--- config.mk ---
export PLATFORM = sky130hd
export DESIGN_NAME = rv32i_alu
export DESIGN_NICKNAME = d
export VERILOG_FILES = /design/src/rtl/rv32i_alu.sv
export SDC_FILE = /design/constraint.sdc
export NUM_CORES = 1
export LEC_CHECK = 0
export BUFFER_PORTS_ARGS = -buffer_cell sky130_fd_sc_hd__buf_4
export CORE_ASPECT_RATIO = 2
export CORE_MARGIN = 2
export CORE_UTILIZATION = 45
export CTS_BUF_LIST = sky130_fd_sc_hd__clkbuf_16
export CTS_CLUSTER_DIAMETER = 100
export CTS_CLUSTER_SIZE = 24
export DETAILED_ROUTE_END_ITERATION = 10
export PLACE_DENSITY = 0.65
export SYNTH_ARGS = -nofsm -noshare
export SYNTH_HDL_FRONTEND = slang
export SYNTH_SLANG_ARGS = --single-unit
--- constraint.sdc ---
create_clock -name clk -period 4.32 [get_ports clk]
set_input_delay 0.216 -clock clk [delete_from_list [all_inputs] [get_ports clk]]
set_output_delay 0.216 -clock clk [all_outputs]
set_load 0.01 [all_outputs]
--- src/rtl/rv32i_alu.sv ---
// RV32I integer ALU: combinational result/zero/illegal_op for the execute stage,
// plus a registered copy of result and zero for trace or later pipelining.
module rv32i_alu #(
    parameter int XLEN = 32
) (
    input  logic            clk,
    input  logic            rst,
    input  logic [XLEN-1:0] a,
    input  logic [XLEN-1:0] b,
    input  logic [3:0]      alu_op,
    output logic [XLEN-1:0] result,
    output logic            zero,
    output logic            illegal_op,
    output logic [XLEN-1:0] result_q,
    output logic            zero_q
);

    typedef enum logic [3:0] {
        OP_ADD  = 4'h0,
        OP_SUB  = 4'h1,
        OP_AND  = 4'h2,
        OP_OR   = 4'h3,
        OP_XOR  = 4'h4,
        OP_SLL  = 4'h5,
        OP_SRL  = 4'h6,
        OP_SRA  = 4'h7,
        OP_SLT  = 4'h8,
        OP_SLTU = 4'h9
    } alu_op_e;

    logic [4:0]      shamt;
    logic            lt_s;
    logic            lt_u;
    logic [XLEN-1:0] result_d;
    logic            zero_d;

    // Only the low five bits of b select the shift distance.
    assign shamt = b[4:0];
    assign lt_s  = $signed(a) < $signed(b);
    assign lt_u  = a < b;

    always_comb begin
        result     = '0;
        illegal_op = 1'b0;
        case (alu_op)
            OP_ADD:  result = a + b;
            OP_SUB:  result = a - b;
            OP_AND:  result = a & b;
            OP_OR:   result = a | b;
            OP_XOR:  result = a ^ b;
            OP_SLL:  result = a << shamt;
            OP_SRL:  result = a >> shamt;
            OP_SRA:  result = $unsigned($signed(a) >>> shamt);
            OP_SLT:  result = {{(XLEN-1){1'b0}}, lt_s};
            OP_SLTU: result = {{(XLEN-1){1'b0}}, lt_u};
            default: illegal_op = 1'b1;
        endcase
    end

    assign zero = (result == '0);

    always_comb begin
        result_d = result;
        zero_d   = zero;
        if (rst) begin
            result_d = '0;
            zero_d   = 1'b1;
        end
    end

    always_ff @(posedge clk) begin
        result_q <= result_d;
        zero_q   <= zero_d;
    end

endmodule

Yosys cells after proc, flatten, opt, wreduce, memory -nomap -nowiden
Index checks and enable logic that the tools add are counted.
- register bits after elaboration: 33
- input bits: 70
- output and inout port bits: 67
- add/sub/neg operators: 2
- order comparisons: 2
- equal/unequal tests: 9
- shift-type cells: 3
- mux-type cells: 2
- bitwise logic cells: 3
- reduce and logical (&&, ||, !) cells: 3
- operator list (cell ; count):
    $pmux W32 S10 ; 1
    $lt A32 B32 Y1 ; 2
    $add A32 B32 Y32 ; 1
    $and A32 B32 Y32 ; 1
    $logic_not A32 Y1 ; 1
    $or A32 B32 Y32 ; 1
    $shl A32 B5 Y32 ; 1
    $shr A32 B5 Y32 ; 1
    $sshr A32 B5 Y32 ; 1
    $sub A32 B32 Y32 ; 1
    $xor A32 B32 Y32 ; 1
    $eq A4 B3 Y1 const B ; 4
    $reduce_or A10 Y1 ; 1
    $eq A4 B2 Y1 const B ; 2
    $eq A4 B4 Y1 const B ; 2
    $eq A4 B1 Y1 const B ; 1
    $logic_not A4 Y1 ; 1
    $mux W1 ; 1

Longest topological paths before layout
Gate-level depths: netlist of the first run.
- depth in word-level cells: 3
- mapped depth: 18

Least setup slack after synthesis of the first run
OpenSTA, ideal clock, no wires.
- path type: input -> output
- start point: input b[2]
- end point: output zero
- arrival: 4.125 ns
- data required time: 4.104 ns
- slack: -0.021 ns
- cell stages on the path: 18
- path buffers: 5
- path through: buf_2 buf_4 inv_2 buf_1 buf_1 ha_1 buf_2 nor2_1 o221ai_1 a31oi_1 a311oi_1 a211oi_1 or2_2 a211o_1 nand3_1 nor4_1 nand4b_1 nor3_1
- word-level cells in the longest chain between the ends: 3
- elaborated cells on any way between the ends: 12
- ends and longest elaborated chain (element ; line ; text):
    start: declaration ; 9 ; input logic [XLEN-1:0] b,
    $lt A32 B32 Y1 (tied with other cells) ; 40 ; assign lt_u = a < b;
    $pmux W32 S10 * ; 45 ; case (alu_op)
    via result[0] ; 11 ; output logic [XLEN-1:0] result,
    $logic_not A32 Y1 * ; 60 ; assign zero = (result == '0);
    end: declaration ; 12 ; output logic zero,
Mark *: on every way through the listed nets, which the timed path passes. The rest lies on a longest branch.

Worst setup path in the final report of the first run
- start point: input b[2]
- end point: output zero
- word-level cells in the longest chain between the ends: 3
- elaborated cells on any way between the ends: 12
- ends and longest elaborated chain (element ; line ; text):
    $sub A32 B32 Y32 (tied with other cells) ; 47 ; OP_SUB: result = a - b;
    $pmux W32 S10 * ; 45 ;
    $logic_not A32 Y1 * ; 60 ;
Every way passes the cells marked *; elsewhere a longest branch is shown, timed or not.

==> impl_metrics.py, run 1 <==
metrics = {
    "finish": {
        "fillers": 2529,
        "area_growth_pct": 19.6,
        "nNetsFinal": 1937,
        "design_area_um2": 13600,
        "antenna_cells": 0,
        "layout-drive-gt1-share_pct": 22.0,
        "multi_input_area_um2": 9740,
        "seq_area_um2": 661,
    },
    "job": {
        "max_cap_viol_count": 0,
    },
    "sta": {
        "slew_viol_final": 0,
        "final-setup-viol-count": 0,
        "min_period_over_period_pct": 97.7,
        "tightest_slew_ns": 1.33,
        "maxSlewHeadroom_pct": 10.4,
        "timing.final.ws_setup_ns": 0.0991,
        "hold_viol": 0,
        "fmax_ghz": 0.237,
        "fin_crit_ns": 4.22,
    },
    "route": {
        "ant_nets": 0,
        "drt-vias-per-instance": 7.10,
        "vias": 14900,
        "drt-initial-drc-count": 1689,
        "drt_first_pass_iters": 8,
        "drc": 0,
        "routed_wirelength_um": 66500,
        "wl_per_cell_um": 31.6,
    },
    "critical_path": {
        "slowest_stage": "nor3_2",
        "cp_max_fo": 50,
        "crit_start": "b[2]",
        "slowest_delay_ns": 0.81,
        "crit_type": "in -> out",
        "crit_buf_inv": 4,
        "arrival_ns": 4.00,
        "cp_cell_sequence": "buf_4, buf_12, nor3_2, nand2_1, o21ai_0, o22ai_1, nor4_2, o211ai_1, nor2_1, nand4_1, nor4_1, buf_4, nand4b_1, nor3_1, buf_4",
        "crit_family": "simple AND/OR/NAND/NOR gates",
        "startpoint_type": "primary input",
        "crit_top_cell": "buf_4",
        "cp.required_ns": 4.10,
        "cp-end-kind": "output pin",
    },
    "synth": {
        "synth_nets": 1794,
        "synth_enable_flop_cells": 0,
        "async_reset_ff_share_pct": 0,
        "ys_ff_latch": 33,
        "synth_flop_cell": "dfxtp_1",
        "ys_types": 93,
        "seq_area_frac_synth_pct": 5.82,
        "syn_area_per_cell_um2": 6.99,
        "syn_inst": 1624,
        "syn_area_um2": 11400,
        "yosys_warnings": 0,
    },
    "hold_path": {
        "hold_class": "in -> reg",
        "worstHoldStart": "rst",
    },
    "grt": {
        "first_global_vias": 14500,
        "grt_first_pass_wirelength_um": 96500,
        "track_usage_pct": 49.5,
        "overflow": 0,
        "grt_max_degree": 56,
        "antenna_found_initial": 0,
    },
    "clock_tree": {
        "cts_inserted_buffers": 5,
        "cts_max_level": 2,
        "cts_hold_buf": 0,
        "cts.path.max_buffers": 2,
        "cts_tree": "yes",
        "cts.sinks": 33,
        "root_buffer": "clkbuf_16",
        "path_clk_slew_ns": 0.05,
        "post_cts_buffers": 0,
        "post_cts_resized": 0,
    },
    "floorplanning": {
        "pin_count": 137,
        "fp-row-count": 82,
        "die_area_um2": 26600,
        "dieHeight_um": 229,
        "core_um2": 24900,
        "dieWidth_um": 116,
        "initial_core_util_pct": 45.6,
    },
    "place": {
        "dp_hpwl_um": 52600,
        "pre_cts_slack_ns": 0.139,
        "dpl_cell_area_um2": 13400,
        "gp_congestion": 1.17,
        "io_buffers": 136,
    },
    "power": {
        "p_per_area_nw_per_um2": 191,
        "vdd_drop_max_mv": 0.109,
        "power.leakage_nw": 5.99,
    },
    "status": {
        "run_status": "finished, final reports clean",
    },
}
==> through the flow <==
stage | TNS [ns] | std cells | power (W) | utilization (%) | hold slack (ns)
finish | 0 | 2102 | 0.00260 | 54.5 | 0.275
global route | -0.0220 | 2102 | 0.00270 | 54.5 | 0.282
CTS | 0 | 2102 | 0.00250 | 54.1 | 0.274
detailed placement | 0 | 2096 | 0.00216 | 53.6 | 0.571
global placement | 0 | 2096 | 0.00216 | 53.6 | 0.566
floorplan | 0 | 1624 | 0.00139 | - | 0.508
==> area by class of cell <==
class / instances / area share, %
sequential: 33 / 4.86
multi-input combinational: 1330 / 71.7
clock buffer: 5 / 0.921
tap: 336 / 3.10
timing repair buffer: 281 / 16.2
inverter: 116 / 3.21
clock inverter: 1 / 0.0368
==> Yosys cell counts (22+ instances only) <==
library cell,number,share of area [%]
mux4_2,36,7.1
and2_1,22,1.2
inv_1,111,3.7
nor4_1,25,1.4
dfxtp_1,33,5.8
o21ai_1,23,1.0
a22oi_1,28,1.9
xnor2_1,25,1.9
nor2_1,139,4.6
nor3_1,42,1.9
clkbuf_1,91,3.0
nand3_1,32,1.4
buf_2,29,1.3
mux2i_1,81,7.1
o211ai_1,25,1.7
nand2_1,158,5.2
ha_1,98,11
a21oi_1,133,5.9
o21ai_0,67,3.0
o22ai_1,32,1.8
a31oi_1,23,1.3
==> routing by layer <==
metal / vias to the layer above / track usage [%] / part of all wire [%]
met2: 1226 / 77.7 / 46
met3: 473 / 13.6 / 10
met4: 0 / 50.0 / 13
met1: 6889 / 50.1 / 31
li1: 6329 / - / -
met5: - / 0 / 0
==> cells in the final DEF, fill, tap and decap left out, types with 22 or more instances in the layout <==
cell type	count
buf_4	274
nand2_1	158
nor2_1	139
a21oi_1	133
inv_1	111
ha_1	98
mux2i_1	78
o21ai_0	65
nor3_1	41
mux4_2	36
dfxtp_1	33
nand3_1	32
o22ai_1	32
a22oi_1	28
o211ai_1	25
o21ai_1	25
xnor2_1	25
a31oi_1	22
and2_1	22
==> report_power, final <==
part | total (W) | switching (W) | leakage (nW) | internal [W]
sequential | 0.000339 | 0.00000706 | 0.272 | 0.000332
clock | 0.000332 | 0.000126 | 0.0655 | 0.000205
combinational | 0.00193 | 0.00120 | 5.65 | 0.000728
==> flip-flops by register name, indices dropped and copies added (netlist names) <==
name	flops
zero_q	1
result_q	32
==> kinds of logic (layout without fill, tap and decap cells) <==
kind of cell	count (synthesis)	in the layout	synth area share [%]
muxes	147	147	17.5
DFF	33	33	5.82
and+or+nand+nor	539	539	23.3
adders and majority gates	100	100	11.1
xor gates and xnor gates	27	27	2.08
buffers and inverters	261	403	9.69
AOI/OAI and AO/OA	517	517	30.5
==> worst paths after layout <==
kind                 endpoint  slack [ns]  cells past startpoint
max                      zero         0.1                     15
min   result_q[30]$_SDFF_PP0_        0.28                      2
No activity file was read; power rests on OpenSTA's default activity.
==> run 2: changes to the inputs <==
PLACE_DENSITY = 0.64   (was 0.65)
==> run 2 against run 1 <==
Effect of this change:
- first-iteration DRC count rose by 4.6%
- critical path type unchanged
- critical endpoint unchanged
- critical path depth rose by 1
- design area rose by 0.15%
- worst setup slack improved by 0.0089 ns
- sequential power barely moved
- cell count rose by 1.0%
==> impl_metrics.py, run 2 (synthesis gave the netlist of run 1 again) <==
metrics = {
    "status": {
        "run_status": "finished, final reports clean",
    },
    "grt": {
        "first_global_vias": 14700,
        "overflow": 0,
        "grt_use_met1_pct": 49.8,
        "grt_util_met3_pct": 10.4,
        "track_usage_pct": 49.0,
        "grt_first_pass_wirelength_um": 95900,
        "antenna_found_initial": 1,
        "grt_max_degree": 66,
        "top_usage_layer": "met2",
        "use_met2_pct": 78.3,
    },
    "route": {
        "drt_first_pass_iters": 6,
        "drt-vias-per-instance": 7.03,
        "wl_per_cell_um": 31.2,
        "routed_wirelength_um": 66300,
        "ant_nets": 0,
        "drt-initial-drc-count": 1767,
        "vias": 14900,
        "drc": 0,
    },
    "floorplanning": {
        "dieHeight_um": 229,
        "fp-row-count": 82,
        "dieWidth_um": 116,
        "initial_core_util_pct": 45.6,
        "core_um2": 24900,
        "die_area_um2": 26600,
        "pin_count": 137,
    },
    "power": {
        "p_sw_w": 0.00132,
        "combPwrFrac_pct": 74.1,
        "p_per_area_nw_per_um2": 191,
        "internal_power_w": 0.00128,
        "power.leakage_nw": 6.06,
        "clkPwrFrac_pct": 12.9,
        "vdd_drop_max_mv": 0.117,
        "seqPwrFrac_pct": 13.0,
        "netSwitchingFraction_pct": 50.8,
    },
    "clock_tree": {
        "cts_hold_buf": 0,
        "cts_tree": "yes",
        "cts.path.max_buffers": 2,
        "cts.sinks": 33,
        "post_cts_buffers": 0,
        "cts_max_level": 2,
        "cts_inserted_buffers": 5,
        "root_buffer": "clkbuf_16",
        "path_clk_slew_ns": 0.05,
    },
    "hold_path": {
        "hold_class": "in -> reg",
        "worstHoldStart": "rst",
        "holdPathStages": 2,
    },
    "sta": {
        "tightest_slew_ns": 1.16,
        "fin_crit_ns": 4.21,
        "min_period_over_period_pct": 97.5,
        "finalHoldWorstSlack_ns": 0.283,
        "fin_setup_tns_ns": 0,
        "final-setup-viol-count": 0,
        "rsz0062_at_grt": "no",
        "hold_viol": 0,
        "slew_viol_final": 0,
        "fmax_ghz": 0.237,
        "timing.final.ws_setup_ns": 0.108,
        "maxSlewHeadroom_pct": 21.7,
    },
    "place": {
        "dp_hpwl_um": 53400,
        "gp_congestion": 1.16,
        "dpl_cell_area_um2": 13500,
        "io_buffers": 136,
        "pre_cts_slack_ns": 0.190,
        "dp_cells": 2115,
    },
    "finish": {
        "largest_register": "result_q",
        "area_growth_pct": 19.8,
        "fin_cells": 2124,
        "multi_input_area_um2": 9640,
        "largest_reg_flops": 32,
        "layout-drive-gt1-share_pct": 22.1,
        "largestRegisters": "result_q: 32 flops, zero_q: 1 flops",
        "final_common_cell": "buf_4",
        "nNetsFinal": 1956,
        "final_cell_mix": "buf_4 (296), nand2_1 (158), nor2_1 (139), a21oi_1 (133), inv_1 (112)",
        "seq_area_um2": 661,
        "design_area_um2": 13600,
        "fillers": 2539,
    },
    "critical_path": {
        "cp-end-kind": "output pin",
        "cp_max_fo": 65,
        "cp.required_ns": 4.10,
        "arrival_ns": 4.00,
        "startpoint_type": "primary input",
        "crit_type": "in -> out",
        "crit_start": "b[0]",
    },
    "job": {
        "max_cap_viol_count": 0,
    },
}
## run 2: changes by cell type in the layout (fill, tap and decap cells not counted), sizes merged
cell    delta
clkinv     +1
inv        +1
diode      +1
buf       +19
## run 2: layout make-up
class	instances	area share [%]
multi-input combinational	1330	70.9
timing repair buffer	300	16.9
antenna	1	0.0184
clock buffer	5	0.920
clock inverter	3	0.101
sequential	33	4.86
inverter	116	3.20
tap	336	3.09
## run 2: critical path, stage by stage
cell and delay, ns:
buf_4 0.11, buf_12 0.33, buf_4 0.31, mux2i_1 0.28, o221a_1 0.22, o21ai_1 0.31, o211a_1 0.27, nor4_2 0.43
o221ai_2 0.23, nor2_1 0.14, nand4_1 0.10, nor4_1 0.30, buf_4 0.19, nand4b_1 0.15, nor3_1 0.17, buf_4 0.15
## run 2: timing repair
item / 4_1_cts / 5_1_grt
resized for setup: 0 / 2
hold endpoints to repair: 0 / 0
setup endpoints to repair: 0 / 1
## run 2: per-layer routing
metal  routed length (um)  vias to the layer above
met5                    0                        -
met4                 8990                        0
met3                 5700                      445
met2                30500                     1119
met1                21100                     6999
li1                     -                     6368
## run 2: worst paths after layout
path,to
setup / recovery,zero
hold / removal,result_q[8]$_SDFF_PP0_
## run 2: power groups by stage
stage | logic (W) | clock network (W) | registers, W
2_1_floorplan | 0.00103 | 0 | 0.000358
3_3_place_gp | 0.00183 | 0 | 0.000344
3_5_place_dp | 0.00183 | 0 | 0.000344
4_1_cts | 0.00184 | 0.000339 | 0.000338
5_1_grt | 0.00201 | 0.000355 | 0.000341
6_report | 0.00192 | 0.000335 | 0.000338
## run 2: per-stage QoR
step	utilization [%]	total power, W
2_1_floorplan	-	0.00139
3_3_place_gp	54.0	0.00218
3_5_place_dp	54.0	0.00218
4_1_cts	54.5	0.00252
5_1_grt	54.6	0.00271
6_report	54.6	0.00260
